**config.mk**
```make
export PLATFORM = sky130hd
export DESIGN_NAME = reg_dump_rv32i
export DESIGN_NICKNAME = d
export VERILOG_FILES = /design/src/rtl/rv32i_pkg.sv /design/src/rtl/reg_dump_rv32i.sv
export SDC_FILE = /design/constraint.sdc
export NUM_CORES = 1
export LEC_CHECK = 0
export BUFFER_PORTS_ARGS = -buffer_cell sky130_fd_sc_hd__buf_4
export CORE_MARGIN = 1.5
export CORE_UTILIZATION = 49
export DETAILED_ROUTE_END_ITERATION = 16
export GPL_TIMING_DRIVEN = 1
export PLACE_DENSITY = 0.9
export SLEW_MARGIN = 10
export SYNTH_ARGS = -nofsm -noshare
export SYNTH_HDL_FRONTEND = slang
export SYNTH_SLANG_ARGS = --single-unit
```
**constraint.sdc**
```tcl
create_clock -name clock -period 2.6 [get_ports clock]
set_clock_uncertainty 0.2 [all_clocks]
set_input_delay 0.52 -clock clock [delete_from_list [all_inputs] [get_ports clock]]
set_output_delay 0.52 -clock clock [all_outputs]
set_load 0.02 [all_outputs]
```
**src/rtl/rv32i_pkg.sv**
```systemverilog
// Shared RV32I register-file constants and the debug dump FSM state encoding.
package rv32i_pkg;

    localparam int XLEN       = 32;
    localparam int REG_ADDR_W = 5;
    localparam int NUM_REGS   = 32;

    typedef enum logic [1:0] {
        ST_IDLE  = 2'd0,
        ST_FETCH = 2'd1,
        ST_SEND  = 2'd2,
        ST_DONE  = 2'd3
    } dump_state_e;

endpackage

```
**src/rtl/reg_dump_rv32i.sv**
```systemverilog
// Debug read-out engine: walks registers FIRST_REG..LAST_REG through an async
// read port and streams each (index, value) pair over a valid/ready interface.
module reg_dump_rv32i
    import rv32i_pkg::*;
#(
    parameter int FIRST_REG = 0,
    parameter int LAST_REG  = 31
) (
    input  logic                  clock,
    input  logic                  reset,
    input  logic                  dump_start,
    output logic                  dump_busy,
    output logic                  dump_done,
    output logic [REG_ADDR_W-1:0] rf_addr,
    input  logic [XLEN-1:0]       rf_data,
    output logic                  out_valid,
    input  logic                  out_ready,
    output logic [REG_ADDR_W-1:0] out_addr,
    output logic [XLEN-1:0]       out_data,
    output logic                  out_last
);

    if (FIRST_REG < 0 || FIRST_REG > LAST_REG || LAST_REG > NUM_REGS - 1) begin : g_bad_range
        $error("reg_dump_rv32i: invalid register range FIRST_REG=%0d LAST_REG=%0d",
               FIRST_REG, LAST_REG);
    end

    localparam logic [REG_ADDR_W-1:0] FIRST_IDX = FIRST_REG[REG_ADDR_W-1:0];
    localparam logic [REG_ADDR_W-1:0] LAST_IDX  = LAST_REG[REG_ADDR_W-1:0];

    dump_state_e           state_q, state_d;
    logic [REG_ADDR_W-1:0] idx_q, idx_d;
    logic [REG_ADDR_W-1:0] addr_q, addr_d;
    logic [XLEN-1:0]       data_q, data_d;

    always_ff @(posedge clock) begin
        if (reset) begin
            state_q <= ST_IDLE;
            idx_q   <= FIRST_IDX;
            addr_q  <= '0;
            data_q  <= '0;
        end else begin
            state_q <= state_d;
            idx_q   <= idx_d;
            addr_q  <= addr_d;
            data_q  <= data_d;
        end
    end

    always_comb begin
        state_d   = state_q;
        idx_d     = idx_q;
        addr_d    = addr_q;
        data_d    = data_q;
        out_valid = 1'b0;
        dump_done = 1'b0;
        unique case (state_q)
            ST_IDLE: begin
                idx_d = FIRST_IDX;
                if (dump_start) begin
                    state_d = ST_FETCH;
                end
            end
            ST_FETCH: begin
                // Each register is sampled at its own FETCH edge; no snapshot.
                data_d  = rf_data;
                addr_d  = idx_q;
                state_d = ST_SEND;
            end
            ST_SEND: begin
                out_valid = 1'b1;
                if (out_ready) begin
                    if (idx_q == LAST_IDX) begin
                        state_d = ST_DONE;
                    end else begin
                        idx_d   = idx_q + 1'b1;
                        state_d = ST_FETCH;
                    end
                end
            end
            ST_DONE: begin
                dump_done = 1'b1;
                idx_d     = FIRST_IDX;
                state_d   = ST_IDLE;
            end
            default: state_d = ST_IDLE;
        endcase
    end

    assign dump_busy = (state_q != ST_IDLE);
    assign rf_addr   = idx_q;
    assign out_addr  = addr_q;
    assign out_data  = data_q;
    assign out_last  = out_valid && (addr_q == LAST_IDX);

endmodule

```
=== Word-level counts from Yosys, hierarchy flattened ===
Index checks and enable logic that the tools add are counted.

* $add $sub $neg: 1
* Multiply operators: 0
* Div/mod/pow operators: 0
* $lt $le $gt $ge: 0
* Eq/ne operators: 8
* Shift-type cells: 0
* Mux-type cells: 9
* Bitwise operators: 0
* Reduce and logical (&&, ||, !) cells: 7

{| class="wikitable"
|+ Operators with widths
! operator !! number
|-
| == test 5 bit, second input constant || 2
|-
| 2-to-1 mux 5 bit || 2
|-
| case mux 5 bit (2 select lines) || 1
|-
| case mux 2 bit (4 select lines) || 1
|-
| 2-to-1 mux 2 bit || 3
|-
| != test 2 bit, second input constant || 3
|-
| adder 5 x 1 -> 5 bit, second input constant || 1
|-
| == test 2 bit, second input constant || 2
|-
| nonzero test 2 bit || 2
|-
| AND reduction 3 bit || 1
|-
| == test 2 x 1 -> 1 bit, second input constant || 1
|-
| zero test 2 bit || 1
|-
| 2-to-1 mux 1 bit || 2
|-
| AND reduction 2 bit || 1
|-
| OR reduction 2 bit || 1
|-
| logical AND 1 bit || 1
|}

* Flip-flop bits (word level): 44
* Bits in latches: 0
* RAM bits: 0
* ROM bits: 0
* Input bits: 36
* Output and inout bits: 46
* Logic and storage cells: 29
* Memories: 0

=== Logic depth before layout (Yosys ltp) ===
Gate-level depths: netlist of the first run.

* Depth after elaboration: 4
* Depth in mapped cells: 6
* Mapped depth without buffers: 6

=== Least setup slack after synthesis of the first run ===
OpenSTA, ideal clock, no wires.

* Kind: register to output
* Start: reg state_q[0]
* End: out out_last
* Data arrival time: 1,295 ps
* Data required time: 1,880 ps
* Path slack: 585 ps
* Cell stages (with the launch flop): 6
* Buffers on the path: 1
* Cells stage by stage: dfxtp_1 inv_1 ha_1 buf_6 nand4_1 nor2_1

* Longest elaborated chain between the ends: 3

{| class="wikitable"
|+ Ends and longest elaborated chain
! item !! RTL line !! RTL
|-
| start, declared || reg_dump_rv32i.sv:31 || <nowiki>dump_state_e state_q, state_d;</nowiki>
|-
| start signal, assigned || reg_dump_rv32i.sv:43 || <nowiki>state_q <= state_d;</nowiki>
|-
| == test 2 bit || reg_dump_rv32i.sv:57 || <nowiki>unique case (state_q)</nowiki>
|-
| 2-to-1 mux 1 bit || reg_dump_rv32i.sv:57 ||
|-
| named net out_valid || reg_dump_rv32i.sv:16 || <nowiki>output logic out_valid,</nowiki>
|-
| logical AND 1 bit || reg_dump_rv32i.sv:94 || <nowiki>assign out_last = out_valid && (addr_q == LAST_IDX);</nowiki>
|-
| end, declared || reg_dump_rv32i.sv:20 || <nowiki>output logic out_last</nowiki>
|}

The timed path passes the listed nets, and every way through them passes these cells.

=== Worst setup path in the final report of the first run ===
* Start: reg state_q[0]
* End: out out_last

* Longest elaborated chain between the ends: 3

{| class="wikitable"
|+ Ends and longest elaborated chain
! item !! RTL line
|-
| == test 2 bit || reg_dump_rv32i.sv:57
|-
| 2-to-1 mux 1 bit || reg_dump_rv32i.sv:57
|-
| logical AND 1 bit || reg_dump_rv32i.sv:94
|}

Every way passes these cells.

==> run_results.csv, run 1 <==
group,metric,value,unit
run_status,status,"finished clean",
global_routing,grt_use_total,0.202,
floorplanning,rows,21,
floorplanning,die_area,0.00406,mm^2
route,viasPerCell,5.05,
floorplanning,ioPinCount,82,
timing,fmax,424,MHz
cells_and_area,syn2layout_area_growth,40.2,%
cts,path_clk_slew,0.09,ns
power,p_leak,0.00117,uW
floorplanning,initial_core_util,0.524,
timing,rsz0062_at_grt,"false",
cts,cts_root_buffer,"clkbuf_8",
synth,synth_area,0.00180,mm^2
synth,synth_cell_types,26,
timing,finalHoldViolations,0,
timing,worstMarginPinSlew,0.464,ns
synth,yosysSeqAreaShare,0.488,
global_routing,overflow,0,
synth,yosys_register_bits,44,
route,firstDrtPassIters,4,
flow_run,maxCapViolCount,0,
critical_path,cp-start-kind,"flip-flop",
floorplanning,die_w,63.7,um
route,num_vias,1515,
placement,gp_congestion,0.828,
timing,final.setup.tns,0,ns
cts,clock_latency,0.30,ns
timing,layout_min_cycle_time,2.36,ns
global_routing,antenna_found_initial,0,
floorplanning,die_h,63.7,um
placement,place_ws,0.566,ns
timing,finalCritPeriodShare,0.907,
min_path,hp-class,"in -> reg",
critical_path,path_max_fanout,12,
route,drcViolationCount,0,
cts,cts_resized,0,
timing,finalSetupViolations,0,
timing,slew-limit-headroom,0.691,
critical_path,worstPathArrival,1.64,ns
route,ant_nets,0,
route,finalWirelength,3980,um
critical_path,crit_type,"reg -> out",
timing,final.setup.worst_slack,0.242,ns
synth,netlist_instances,174,
power,power.density,870,mW/mm^2
cts,cts_sinks,44,
critical_path,critPathCaptureType,"output pin",
placement,portBuffers,81,
cts,cts_buffers,5,
cts,clockBufferDepth,2,
cells_and_area,insertedDiodeCount,0,
global_routing,grt_pass1_vias,1438,
cells_and_area,finalNetCount,296,
global_routing,grt_max_degree,46,
synth,syn_nets,217,
synth,syn_area_per_cell,10.4,um^2
synth,yosys_warnings,0,
cts,ctsHtreeMaxLevel,2,
route,wl_per_cell,13.3,um
timing,slew_viol_final,0,
global_routing,grt_first_pass_wirelength,6480,um
placement,dp_hpwl,2900,um
critical_path,cp.required,1.88,ns
route,first_iter_violations,77,
cts,cts_tree,"yes",
floorplanning,core,0.00344,mm^2
power,ir_worst_vdd,0.534,mV
cts,cts_hold_buffers,0,
cts,post_cts_buffers,0,
cells_and_area,drive_above_1_share,0.378,
-- worst paths after layout --
kind	start	to	slack [ns]	cells after the start
max	state_q[0]	out_last	0.24	5
min	rf_data[28]	out_data[28]	0.24	3
max reg2reg	rf_addr[0]	rf_addr[4]	0.67	6
min reg2reg	out_data[12]	out_data[12]	0.30	2
-- stage by stage --
stage	power, uW	hold slack, ns	cells	area (um^2)	util
6_report	2200	0.245	300	2530	0.735
3_5_place_dp	1690	0.282	292	2410	0.702
4_1_cts	2220	0.247	300	2530	0.735
3_3_place_gp	1670	0.274	292	2410	0.702
2_1_floorplan	1440	0.317	174	1800	-
5_1_grt	2320	0.243	300	2530	0.735
-- kinds of logic after synthesis --
kind of cell             after synthesis  synth area share
multiplexers                          37             0.205
buffers and inverters                 13            0.0492
AND/OR/NAND/NOR                       65             0.174
adder cells (fa/ha/maj)                7            0.0485
AO/OA/AOI/OAI                          8            0.0347
flip-flops                            44             0.488
-- synthesized netlist by cell type --
library cell  count  share of area
clkbuf_1          1         0.0021
and2_4            1         0.0049
mux2i_1          37           0.21
buf_2             2         0.0055
nor2_1           41          0.085
dfxtp_1          44           0.49
and4b_1           1         0.0055
nor2b_1           1         0.0035
and4b_2           1         0.0062
nand2b_1          3          0.010
or2_4             1         0.0049
a311oi_2          1         0.0083
nand3b_1          3          0.012
ha_1              7          0.049
a31oi_1           2         0.0069
o21a_1            1         0.0042
nand4_1           2         0.0069
a32oi_1           2         0.0097
nand2_1           3         0.0062
buf_1             2         0.0042
buf_6             5          0.031
nand3_1           6          0.017
and3_1            1         0.0035
a21oi_1           2         0.0055
nand2b_4          1         0.0076
inv_1             3         0.0062
-- placed cells by master (no fill, tap or decap) --
cell	Yosys	routed
ha_2	0	1
nand2b_4	1	1
nand2b_1	3	3
inv_6	0	1
a21oi_1	2	2
a31oi_1	2	2
and4b_2	1	1
or2_4	1	1
ha_1	7	6
clkbuf_8	0	5
and3_1	1	1
and4b_1	1	1
inv_1	3	3
and2_4	1	1
nor2b_1	1	1
a32oi_1	2	2
nand3_1	6	6
o21a_1	1	1
bufinv_16	0	1
nand3b_1	3	3
nand4_1	2	2
nand2_1	3	3
dfxtp_1	44	44
buf_4	0	81
a311oi_2	1	1
nor2_1	41	41
clkinvlp_4	0	1
buf_12	0	1
mux2i_1	37	37
-- where the power goes --
group | switching, uW | total, uW | internal [uW]
Clock | 242 | 532 | 289
Combinational | 433 | 830 | 397
Sequential | 62.3 | 840 | 777
-- sequential cells by signal, indices dropped and copies added, names as in the netlist --
signal,cells
out_data,32
out_addr,5
rf_addr,5
state_q,2
-- layout make-up --
type                    count  area [um^2]
fillers                   258          912
flip-flops and latches     44          881
multi-input cells         117          837
repair buffers             82          628
clock buffers               5         68.8
well taps                  46         57.6
clock inverters             3         46.3
inverters                   3         11.3
-- critical path: stages, from the launching register on --
cell     delay, ns
dfxtp_1       0.36
inv_1         0.11
ha_1          0.45
nand4_1       0.15
nor2_1        0.11
buf_4         0.15
-- per-layer routing --
metal  part of all wire  global-route usage
met5                  0                   0
met4              0.022               0.101
met3              0.055              0.0357
met2               0.50               0.354
met1               0.42               0.237
No activity file was read; power rests on OpenSTA's default activity.
==> run 2, diff against run 1 <==
Settings changed: RECOVER_POWER set to 50.
==> run_results.csv, run 2 (synthesis gave the netlist of run 1 again) <==
group,metric,value,unit
timing,finalCritPeriodShare,0.907,
cells_and_area,insertedDiodeCount,0,
timing,rsz0062_at_grt,"false",
route,num_vias,1499,
critical_path,critPathCaptureType,"output pin",
global_routing,busiest_layer,"met2",
floorplanning,core,0.00344,mm^2
route,firstDrtPassIters,4,
floorplanning,die_w,63.7,um
timing,layout_min_cycle_time,2.36,ns
power,clock_power_share,0.250,
cts,clock_latency,0.30,ns
timing,finalHoldViolations,0,
cts,cts_hold_buffers,0,
floorplanning,initial_core_util,0.524,
route,wl_per_cell,13.4,um
cells_and_area,syn2layout_area_growth,31.8,%
power,p_int,1390,uW
cts,cts_sinks,44,
flow_run,maxCapViolCount,0,
cells_and_area,mostFrequentLayoutCells,"44 x dfxtp_1, 41 x nor2_1, 41 x buf_4",
global_routing,grt_first_pass_wirelength,6480,um
timing,slew_viol_final,0,
cells_and_area,fillers,299,
critical_path,cp_cell_sequence,"inv_1, ha_1, nand4_1, nor2_1, buf_4",
timing,final.setup.tns,0,ns
timing,worstMarginPinSlew,0.862,ns
power,p_leak,0.00101,uW
min_path,hp-class,"in -> reg",
power,p_comb_frac,0.356,
cts,cts_tree,"yes",
power,share_seq_of_total_power,0.394,
global_routing,grt_pass1_vias,1438,
cells_and_area,design_area,0.00238,mm^2
global_routing,grt_use_total,0.202,
cts,path_clk_slew,0.08,ns
floorplanning,rows,21,
cells_and_area,final_common_cell,"dfxtp_1",
route,viasPerCell,5.00,
global_routing,grt_util_met1,0.237,
floorplanning,die_area,0.00406,mm^2
power,p_total,2120,uW
critical_path,cp.buffers_inverters,2,
critical_path,crit_type,"reg -> out",
global_routing,antenna_found_initial,0,
power,ir_worst_vdd,0.507,mV
run_status,status,"finished clean",
cells_and_area,final_util,0.691,
critical_path,crit_slowest_cell,"ha_1",
cts,cts_buffers,5,
critical_path,cp-start-kind,"flip-flop",
cts,cts_root_buffer,"clkbuf_8",
floorplanning,die_h,63.7,um
cells_and_area,drive_above_1_share,0.217,
global_routing,grtUsageMet3,0.0357,
cells_and_area,finalNetCount,296,
global_routing,met2_usage,0.354,
critical_path,path_max_fanout,12,
global_routing,overflow,0,
power,sw_frac_of_total,0.346,
route,drcViolationCount,0,
critical_path,critPathTopFamily,"adder cells",
global_routing,grt_max_degree,46,
cells_and_area,largest_reg_flops,32,
timing,slew-limit-headroom,0.426,
critical_path,cp.required,1.88,ns
cts,clockBufferDepth,2,
power,p_sw,735,uW
placement,placed_area,0.00241,mm^2
power,power.density,893,mW/mm^2
cts,cts_resized,0,
cts,ctsHtreeMaxLevel,2,
route,finalWirelength,4010,um
timing,finalSetupViolations,0,
critical_path,worstPathArrival,1.64,ns
placement,portBuffers,81,
timing,fmax,424,MHz
placement,gp_congestion,0.828,
route,first_iter_violations,76,
placement,dp_hpwl,2900,um
route,ant_nets,0,
critical_path,slowest_delay,0.45,ns
cts,post_cts_buffers,0,
floorplanning,ioPinCount,82,
run 2: changes by cell type in the layout (fill, tap and decap cells not counted):
cell      delta
ha_2         -1
clkbuf_1    +40
ha_1         +1
buf_4       -40
run 2: area by class of cell:
| type | instances | area [um^2] | share of cell area |
|---|---|---|---|
| Clock buffer | 5 | 68.8 | 0.0289 |
| Timing Repair Buffer | 82 | 478 | 0.201 |
| Inverter | 3 | 11.3 | 0.00474 |
| Tap cell | 46 | 57.6 | 0.0242 |
| Clock inverter | 3 | 46.3 | 0.0195 |
| Multi-Input combinational cell | 117 | 835 | 0.351 |
| Sequential cell | 44 | 881 | 0.371 |
run 2: path summary, 6_finish.rpt:
kind | from | endpoint | slack (ns) | cells after the start
worst max-delay path | state_q[0] | out_last | 0.24 | 5
worst min-delay path | rf_data[28] | out_data[28] | 0.25 | 3
worst max register to register | state_q[1] | out_addr[1] | 0.45 | 5
worst min register to register | out_data[15] | out_data[15] | 0.30 | 2
run 2: worst register-to-register path: stages (launching register included):
cell	delay, ns
dfxtp_1	0.36
inv_1	0.11
ha_1	0.73
buf_12	0.30
mux2i_1	0.25
nor2_1	0.07
run 2: metrics by stage:
stage	worst slack, ns	hold slack (ns)	cells
final	0.242	0.246	300
after global routing	0.130	0.243	300
after CTS	0.231	0.247	300
after detailed placement	0.566	0.282	292
after global placement	0.635	0.274	292
after floorplan	0.585	0.317	174
run 2: metal layers:
layer | part of all wire | wire [um]
met1 | 0.44 | 1770
met2 | 0.49 | 1950
met3 | 0.051 | 204
met4 | 0.023 | 92
met5 | 0 | 0
run 2: power groups by stage:
stage                     Clock, uW  Sequential [uW]  Combinational, uW
after floorplan                   0              962                475
after global placement            0              847                819
after detailed placement          0              856                837
after CTS                       537              840                840
after global routing            571              851                822
final                           531              838                755
